### src/rtl/service_4_random_led_gen.sv
// Target LED generator for the service-4 minigame: shows one-hot LFSR-drawn targets,
// waits for a switch match or timeout, then enforces a blank gap and a switches-cleared rule.
//
// state      | meaning
// -----------+---------------------------------------------------------------
// IDLE       | alarm FSM not in minigame; all outputs quiet
// WAIT_CLEAR | minigame active, waiting for every switch to be down
// SHOW       | target driven on random_led; waiting for match or timeout
// GAP        | round finished; LEDs blank for GAP_CYCLES before next round
module service_4_random_led_gen #(
  parameter logic [15:0] TIMEOUT_CYCLES = 16'd50000,
  parameter logic [15:0] GAP_CYCLES     = 16'd5000,
  parameter logic [9:0]  LFSR_SEED      = 10'h2A5
) (
  input  logic       clk,
  input  logic       resetn,
  input  logic [2:0] alarm_state,
  input  logic [9:0] SPDTs,
  output logic [9:0] random_led,
  output logic       led_valid,
  output logic       hit,
  output logic       timeout,
  output logic [3:0] round_cnt
);

  localparam logic [2:0] ALARM_MINIGAME = 3'b010;

  typedef enum logic [1:0] {
    IDLE,
    WAIT_CLEAR,
    SHOW,
    GAP
  } state_t;

  state_t      state;
  logic [9:0]  lfsr;
  logic [3:0]  prev_idx;
  logic [15:0] timer;

  logic [3:0]  raw;
  logic [3:0]  idx0;
  logic [3:0]  idx;
  logic [9:0]  target_onehot;
  logic [3:0]  round_cnt_next;

  // x^10 + x^7 + 1, free-running in every state so targets stay unpredictable.
  always_ff @(posedge clk or negedge resetn) begin
    if (!resetn) begin
      lfsr <= LFSR_SEED;
    end else begin
      lfsr <= {lfsr[8:0], lfsr[9] ^ lfsr[6]};
    end
  end

  // Fold the nibble into 0..9, then bump past the previous target so rounds never repeat.
  always_comb begin
    raw  = lfsr[3:0];
    idx0 = (raw < 4'd10) ? raw : (raw - 4'd10);
    if (idx0 == prev_idx) begin
      idx = (idx0 == 4'd9) ? 4'd0 : (idx0 + 4'd1);
    end else begin
      idx = idx0;
    end
    target_onehot  = 10'd1 << idx;
    round_cnt_next = (round_cnt == 4'hF) ? 4'hF : (round_cnt + 4'd1);
  end

  always_ff @(posedge clk or negedge resetn) begin
    if (!resetn) begin
      state      <= IDLE;
      random_led <= 10'd0;
      led_valid  <= 1'b0;
      hit        <= 1'b0;
      timeout    <= 1'b0;
      round_cnt  <= 4'd0;
      prev_idx   <= 4'hF;
      timer      <= 16'd0;
    end else begin
      hit     <= 1'b0;
      timeout <= 1'b0;
      if (alarm_state != ALARM_MINIGAME) begin
        // Leaving the minigame aborts any round; round_cnt is kept for the alarm FSM to read.
        state      <= IDLE;
        random_led <= 10'd0;
        led_valid  <= 1'b0;
        timer      <= 16'd0;
        prev_idx   <= 4'hF;
      end else begin
        case (state)
          IDLE: begin
            state      <= WAIT_CLEAR;
            round_cnt  <= 4'd0;
            random_led <= 10'd0;
            led_valid  <= 1'b0;
          end
          WAIT_CLEAR: begin
            if (SPDTs == 10'd0) begin
              state      <= SHOW;
              random_led <= target_onehot;
              led_valid  <= 1'b1;
              prev_idx   <= idx;
              timer      <= 16'd0;
            end else begin
              random_led <= 10'd0;
              led_valid  <= 1'b0;
            end
          end
          SHOW: begin
            if (SPDTs == random_led) begin
              hit        <= 1'b1;
              state      <= GAP;
              random_led <= 10'd0;
              led_valid  <= 1'b0;
              timer      <= 16'd0;
              round_cnt  <= round_cnt_next;
            end else if (timer == (TIMEOUT_CYCLES - 16'd1)) begin
              timeout    <= 1'b1;
              state      <= GAP;
              random_led <= 10'd0;
              led_valid  <= 1'b0;
              timer      <= 16'd0;
              round_cnt  <= round_cnt_next;
            end else begin
              timer <= timer + 16'd1;
            end
          end
          GAP: begin
            if (timer == (GAP_CYCLES - 16'd1)) begin
              state <= WAIT_CLEAR;
              timer <= 16'd0;
            end else begin
              timer <= timer + 16'd1;
            end
          end
          default: begin
            state <= IDLE;
          end
        endcase
      end
    end
  end

endmodule

### config.mk
export PLATFORM = sky130hd
export DESIGN_NAME = service_4_random_led_gen
export DESIGN_NICKNAME = d
export VERILOG_FILES = /design/src/rtl/service_4_random_led_gen.sv
export SDC_FILE = /design/constraint.sdc
export NUM_CORES = 1
export LEC_CHECK = 0
export ABC_CLOCK_PERIOD_IN_PS = 5970
export BUFFER_PORTS_ARGS = -buffer_cell sky130_fd_sc_hd__buf_2
export CORE_MARGIN = 2
export CORE_UTILIZATION = 40
export CTS_CLUSTER_SIZE = 8
export DETAILED_ROUTE_END_ITERATION = 6
export PLACE_DENSITY = 0.54
export SYNTH_ARGS = -nofsm -noshare
export SYNTH_HDL_FRONTEND = slang
export SYNTH_SLANG_ARGS = --single-unit
### constraint.sdc
create_clock -name clk -period 5.97 [get_ports clk]
set_clock_uncertainty 0.05 [all_clocks]
set_input_delay 0.597 -clock clk [delete_from_list [all_inputs] [get_ports clk]]
set_output_delay 0.597 -clock clk [all_outputs]
set_load 0.005 [all_outputs]
# ---- Yosys cells after proc, flatten, opt, wreduce, memory -nomap -nowiden
# Index checks and enable logic that the tools add are counted.
dict set report op_classes {
  n_addsub 4
  n_lt_le_gt_ge 1
  n_eq_ne 14
  shifts 1
  muxes 39
  n_bitwise 2
  n_reduce_logical 12
}
# cell count
set ops {}
lappend ops {{$mux W16} 5}
lappend ops {{$pmux W16 S3} 1}
lappend ops {{$mux W10} 4}
lappend ops {{$mux W4} 9}
lappend ops {{$pmux W10 S3} 1}
lappend ops {{$add A16 B1 Y16 const B} 1}
lappend ops {{$eq A16 B13 Y1 const B} 1}
lappend ops {{$eq A16 B16 Y1 const B} 1}
lappend ops {{$mux W1} 11}
lappend ops {{$eq A10 B10 Y1} 1}
lappend ops {{$logic_not A10 Y1} 1}
lappend ops {{$mux W2} 5}
lappend ops {{$shl A1 B4 Y10 const A} 1}
lappend ops {{$ne A3 B3 Y1 const B} 3}
lappend ops {{$add A4 B1 Y4 const B} 2}
lappend ops {{$eq A4 B4 Y1 const B} 2}
lappend ops {{$pmux W2 S4} 1}
lappend ops {{$pmux W4 S2} 1}
lappend ops {{$reduce_bool A4 Y1} 2}
lappend ops {{$reduce_and A2 Y1} 3}
lappend ops {{$reduce_and A3 Y1} 2}
lappend ops {{$reduce_bool A2 Y1} 3}
lappend ops {{$eq A2 B2 Y1 const B} 2}
lappend ops {{$eq A4 B4 Y1} 1}
lappend ops {{other kinds (9)} 9}
dict set report word_totals {
  reg_bits 49
  in_bits 15
}

# ---- Depth between registers and ports, before layout
dict set report logic_depth {
  depth_word 9
  mapped_depth 10
  depth_no_buf 8
}

# ---- Least setup slack after synthesis
# No wires, ideal clock.
dict set report synth_path {
  path_type {register -> register}
  from {register lfsr[2]}
  to {register random_led[4]}
  setup_time_ps 78
  arrival_time_ps 2557
  setup_slack_ps 3285
  path_stages_with_launch 11
  path_buffers 2
  cell_sequence {dfstp_2 -> clkbuf_1 -> inv_1 -> ha_1 -> o21bai_1 -> a221oi_1 -> and4_1 -> clkbuf_1 -> mux2i_1 -> nand4_1 -> o2bb2ai_1}
}
dict set report synth_between {
  elab_chain_len 9
  word_cells_on_any_way 12
  cone_classes {2 x add/sub; 1 x order compare; 2 x eq/ne; 1 x shift; 6 x mux}
}
# item line
set synth_lines {}
lappend synth_lines {{start: declaration} 36} ;# logic [9:0] lfsr;
lappend synth_lines {{start signal: assignment} 51} ;# lfsr <= {lfsr[8:0], lfsr[9] ^ lfsr[6]};
lappend synth_lines {{$sub A4 B4 Y4 / $lt A4 B4 Y1 (equally long branches)} 58} ;# idx0 = (raw < 4'd10) ? raw : (raw - 4'd10);
lappend synth_lines {{$mux W4 *} 58}
lappend synth_lines {{$add A4 B1 Y4 / $eq A4 B4 Y1 (equally long branches)} 60} ;# idx = (idx0 == 4'd9) ? 4'd0 : (idx0 + 4'd1);
lappend synth_lines {{$mux W4} 60}
lappend synth_lines {{$mux W4 *} 59} ;# if (idx0 == prev_idx) begin
lappend synth_lines {{$shl A1 B4 Y10 *} 64} ;# target_onehot = 10'd1 << idx;
lappend synth_lines {{$mux W10 *} 97} ;# if (SPDTs == 10'd0) begin
lappend synth_lines {{$pmux W10 S3 *} 89} ;# case (state)
lappend synth_lines {{$mux W10 *} 81} ;# if (alarm_state != ALARM_MINIGAME) begin
lappend synth_lines {{end signal: assignment} 99} ;# random_led <= target_onehot;
lappend synth_lines {{end: declaration} 19} ;# output logic [9:0] random_led,
# Mark *: on every way between the ends. The rest lies on a longest branch, timed or not.
# A chain may end at the register's enable or synchronous reset.

# ---- Final worst setup path
dict set report layout_path {
  from {register timer[0]}
  to {register timer[1]}
}
dict set report layout_between {
  elab_chain_len 5
  word_cells_on_any_way 8
  cone_classes {1 x add/sub; 2 x eq/ne; 5 x mux}
}
# item line
set layout_lines {}
lappend layout_lines {{start: declaration} 38} ;# logic [15:0] timer;
lappend layout_lines {{start signal: assignment} 124} ;# timer <= timer + 16'd1;
lappend layout_lines {{start signal: assignment} 132} ;# timer <= timer + 16'd1;
lappend layout_lines {{$add A16 B1 Y16 / $eq A16 B16 Y1 (equally long branches)} {124, 132, 116}}
lappend layout_lines {{$mux W16} 116} ;# end else if (timer == (TIMEOUT_CYCLES - 16'd1)) begin
lappend layout_lines {{$mux W16} 109} ;# if (SPDTs == random_led) begin
lappend layout_lines {{$pmux W16 S3 *} 89}
lappend layout_lines {{$mux W16 *} 81}
# Marks and branches as above.

==> metrics.cfg <==
[synthesis]
synth_cells=317
netlist_area_sq_um=3000
yosys.area_share.simple_pct=21.9
ys_seq_area_share_pct=41.2
synth-adder-area-share_pct=3.33
yosysTopAreaCellShare_pct=33.3
synth.top_cells.by_area=dfrtp_1 33%, dfstp_2 7.9%, xor2_1 3.8%
ys.flop_type=dfrtp_1
synth_compound_area_share_pct=20.7
synthesis.nets=340
synth_most_common_cell=dfrtp_1
synth_edf_count=0
ys_top_cells_by_count=40 x dfrtp_1, 21 x a21oi_1, 20 x nand2_1, 18 x nor2_1, 16 x nand4_1
async_flop_share_pct=100
synth-seq-cells=49
synth.largest_area_cell=dfrtp_1
yosys_warnings=0
ys_types=60
yosys-mux-area-fraction_pct=2.00
synth_area_per_cell_sq_um=9.48
synthXorXnorAreaFrac_pct=6.41
synth_top_family_by_area=simple AND/OR/NAND/NOR gates

[pwr]
p_clk_share_pct=43.9
p_leak_nw=1.46
pwr-share-seq_pct=51.5
p_per_area_nw_per_um2=193
switching_share_pct=21.4
p_switching_w=0.000138
p_int_w=0.000508
ir_drop_v=0.000124
p_comb_share_pct=4.5

[drt]
ant_nets=0
dr.pass1.iters=4
vias=2452
post_drt_wl_per_cell_um=15.9
wl_mm=6.99
drc=0
drtIter0Drc=92
viasPerCell=5.57

[clock_tree]
clk_path_buf_depth=2
ctsResizeCount=0
clock_latency_ps=310
cts_max_level=2
cts_made_buffers=5
cts_setup_buffers=0
root_buffer=clkbuf_8
cts_tree=built
cts_sinks=49
ctsHoldBuffers=0
clk_pin_slew_worst_paths_ps=100

[timing]
slew_violations=0
setup_tns_ps=0
hold_viol_final=0
setup_violations=0
max_freq_ghz=0.330
slew_headroom_pct=30.5
fin_crit_sh_pct=50.7
rsz0062_at_grt=no
tightest_slew_ps=1040
layout_min_cycle_time_ps=3030

[layout]
final_nets=363
drive_gt1_share_pct=17.3
synthToLayoutAreaGrowth_pct=11.2
antenna_cells=0
fillers=751
fin_cells=440

[floorplan]
fp-row-count=31
die_w_um=90.7
coreArea_sq_um=7250
ioPinCount=32
die_area_sq_um=8220
die_h_um=90.7
start_util_pct=41.4

[setup_path]
startpoint_type=flip-flop
arrival_ps=3160
cp-end-kind=flip-flop
path_class=reg2reg
worst-path-max-fanout=13
crit_required_ps=6110
reg2reg_depth=7

[global_routing]
grt_max_degree=50
first_global_vias=2295
antenna_found_initial=0
overflow=0
grt_pass1_wl_mm=11.7
track_usage_pct=17.7

[job]
cap_violations=0

[min_path]
holdCritPathClass=reg2reg
hold_path_depth=0

[status]
outcome=completed

[place]
dp_cells=432
place.gp.congestion=0.901
dp_hpwl_mm=5.13
portBuffers=31

[layer usage]
layer  track usage, %  share of wire [%]  vias up
met3             2.75                2.2        8
li1                 -                  -     1227
met1             25.4                 51     1187
met4             6.15                1.7        0
met5                0                  0        -
met2             27.2                 45       30
[power groups by stage]
stage | registers (W) | clock network, W | logic [W]
finish | 0.000333 | 0.000284 | 0.0000293
global route | 0.000333 | 0.000299 | 0.0000336
CTS | 0.000333 | 0.000289 | 0.0000299
detailed placement | 0.000339 | 0 | 0.0000298
global placement | 0.000339 | 0 | 0.0000297
floorplan | 0.000339 | 0 | 0.0000138
[through the flow]
step | area, sq um | total power [W] | hold slack [ps] | util [%] | worst slack, ps
after global placement | 3210 | 0.000369 | 284 | 44.2 | 3010
after detailed placement | 3210 | 0.000369 | 287 | 44.2 | 2950
after global routing | 3340 | 0.000666 | 317 | 46.1 | 2770
after CTS | 3340 | 0.000652 | 310 | 46.1 | 2940
final | 3340 | 0.000646 | 306 | 46.1 | 2940
after floorplan | 3000 | 0.000353 | 251 | - | 3280
[cell families (layout without fill, tap and decap cells)]
| group | Yosys count | count (layout) |
|---|---|---|
| flip-flops | 49 | 49 |
| XOR/XNOR | 22 | 22 |
| buffers and inverters | 29 | 53 |
| multiplexers | 6 | 6 |
| AND/OR/NAND/NOR | 119 | 119 |
| AO/OA/AOI/OAI | 84 | 84 |
| adder cells (fa/ha/maj) | 8 | 8 |
[registers in the layout (all words and copies together) (netlist names)]
signal	count
hit	1
random_led	10
state	2
lfsr	10
timeout	1
timer	16
prev_idx	4
led_valid	1
round_cnt	4
[layout by cell type (no fill, tap or decap), types with 3 or more instances in the layout]
cell,count
xor2_1,13
buf_2,31
o2bb2ai_1,10
nor2b_1,8
and2_1,4
o211ai_1,4
o31ai_1,3
nand3_1,11
inv_1,13
dfstp_2,9
a21o_1,4
nand2_1,20
xnor2_1,9
dfrtp_1,40
nor3_1,7
clkbuf_8,5
a22o_1,5
nand4_1,16
a31oi_1,4
a21oi_1,21
o22ai_1,4
mux2i_1,6
nand2b_1,4
nor4_1,9
and3_1,4
ha_1,8
o21ai_0,8
nor2_1,18
[worst paths after layout]
check,slack (ps),endpoint,startpoint
worst max-delay path,2940,timer[1],timer[0]
worst min-delay path,310,lfsr[5],lfsr[4]
worst max register to register,2940,timer[1],timer[0]
worst min register to register,310,lfsr[5],lfsr[4]
max in group asynchronous,4810,timer[5],resetn
min in group asynchronous,410,timer[12],resetn
[final cells by class]
| class | instances | area (sq um) | share of cell area (%) |
|---|---|---|---|
| clock inverter | 3 | 65.1 | 1.95 |
| multi-input combinational | 239 | 1630 | 48.9 |
| tap | 99 | 124 | 3.71 |
| timing repair buffer | 32 | 163 | 4.87 |
| clock buffer | 5 | 68.8 | 2.06 |
| sequential | 49 | 1240 | 37.0 |
| inverter | 13 | 48.8 | 1.46 |
[critical path, cell delays in order (launching register included)]
cell     delay, ps
dfrtp_1        410
ha_1           290
nand2_1        120
or4_1          540
or4_4          580
a31oi_4        310
or2b_1         440
o21ai_0        160
No activity file was read; power rests on OpenSTA's default activity.
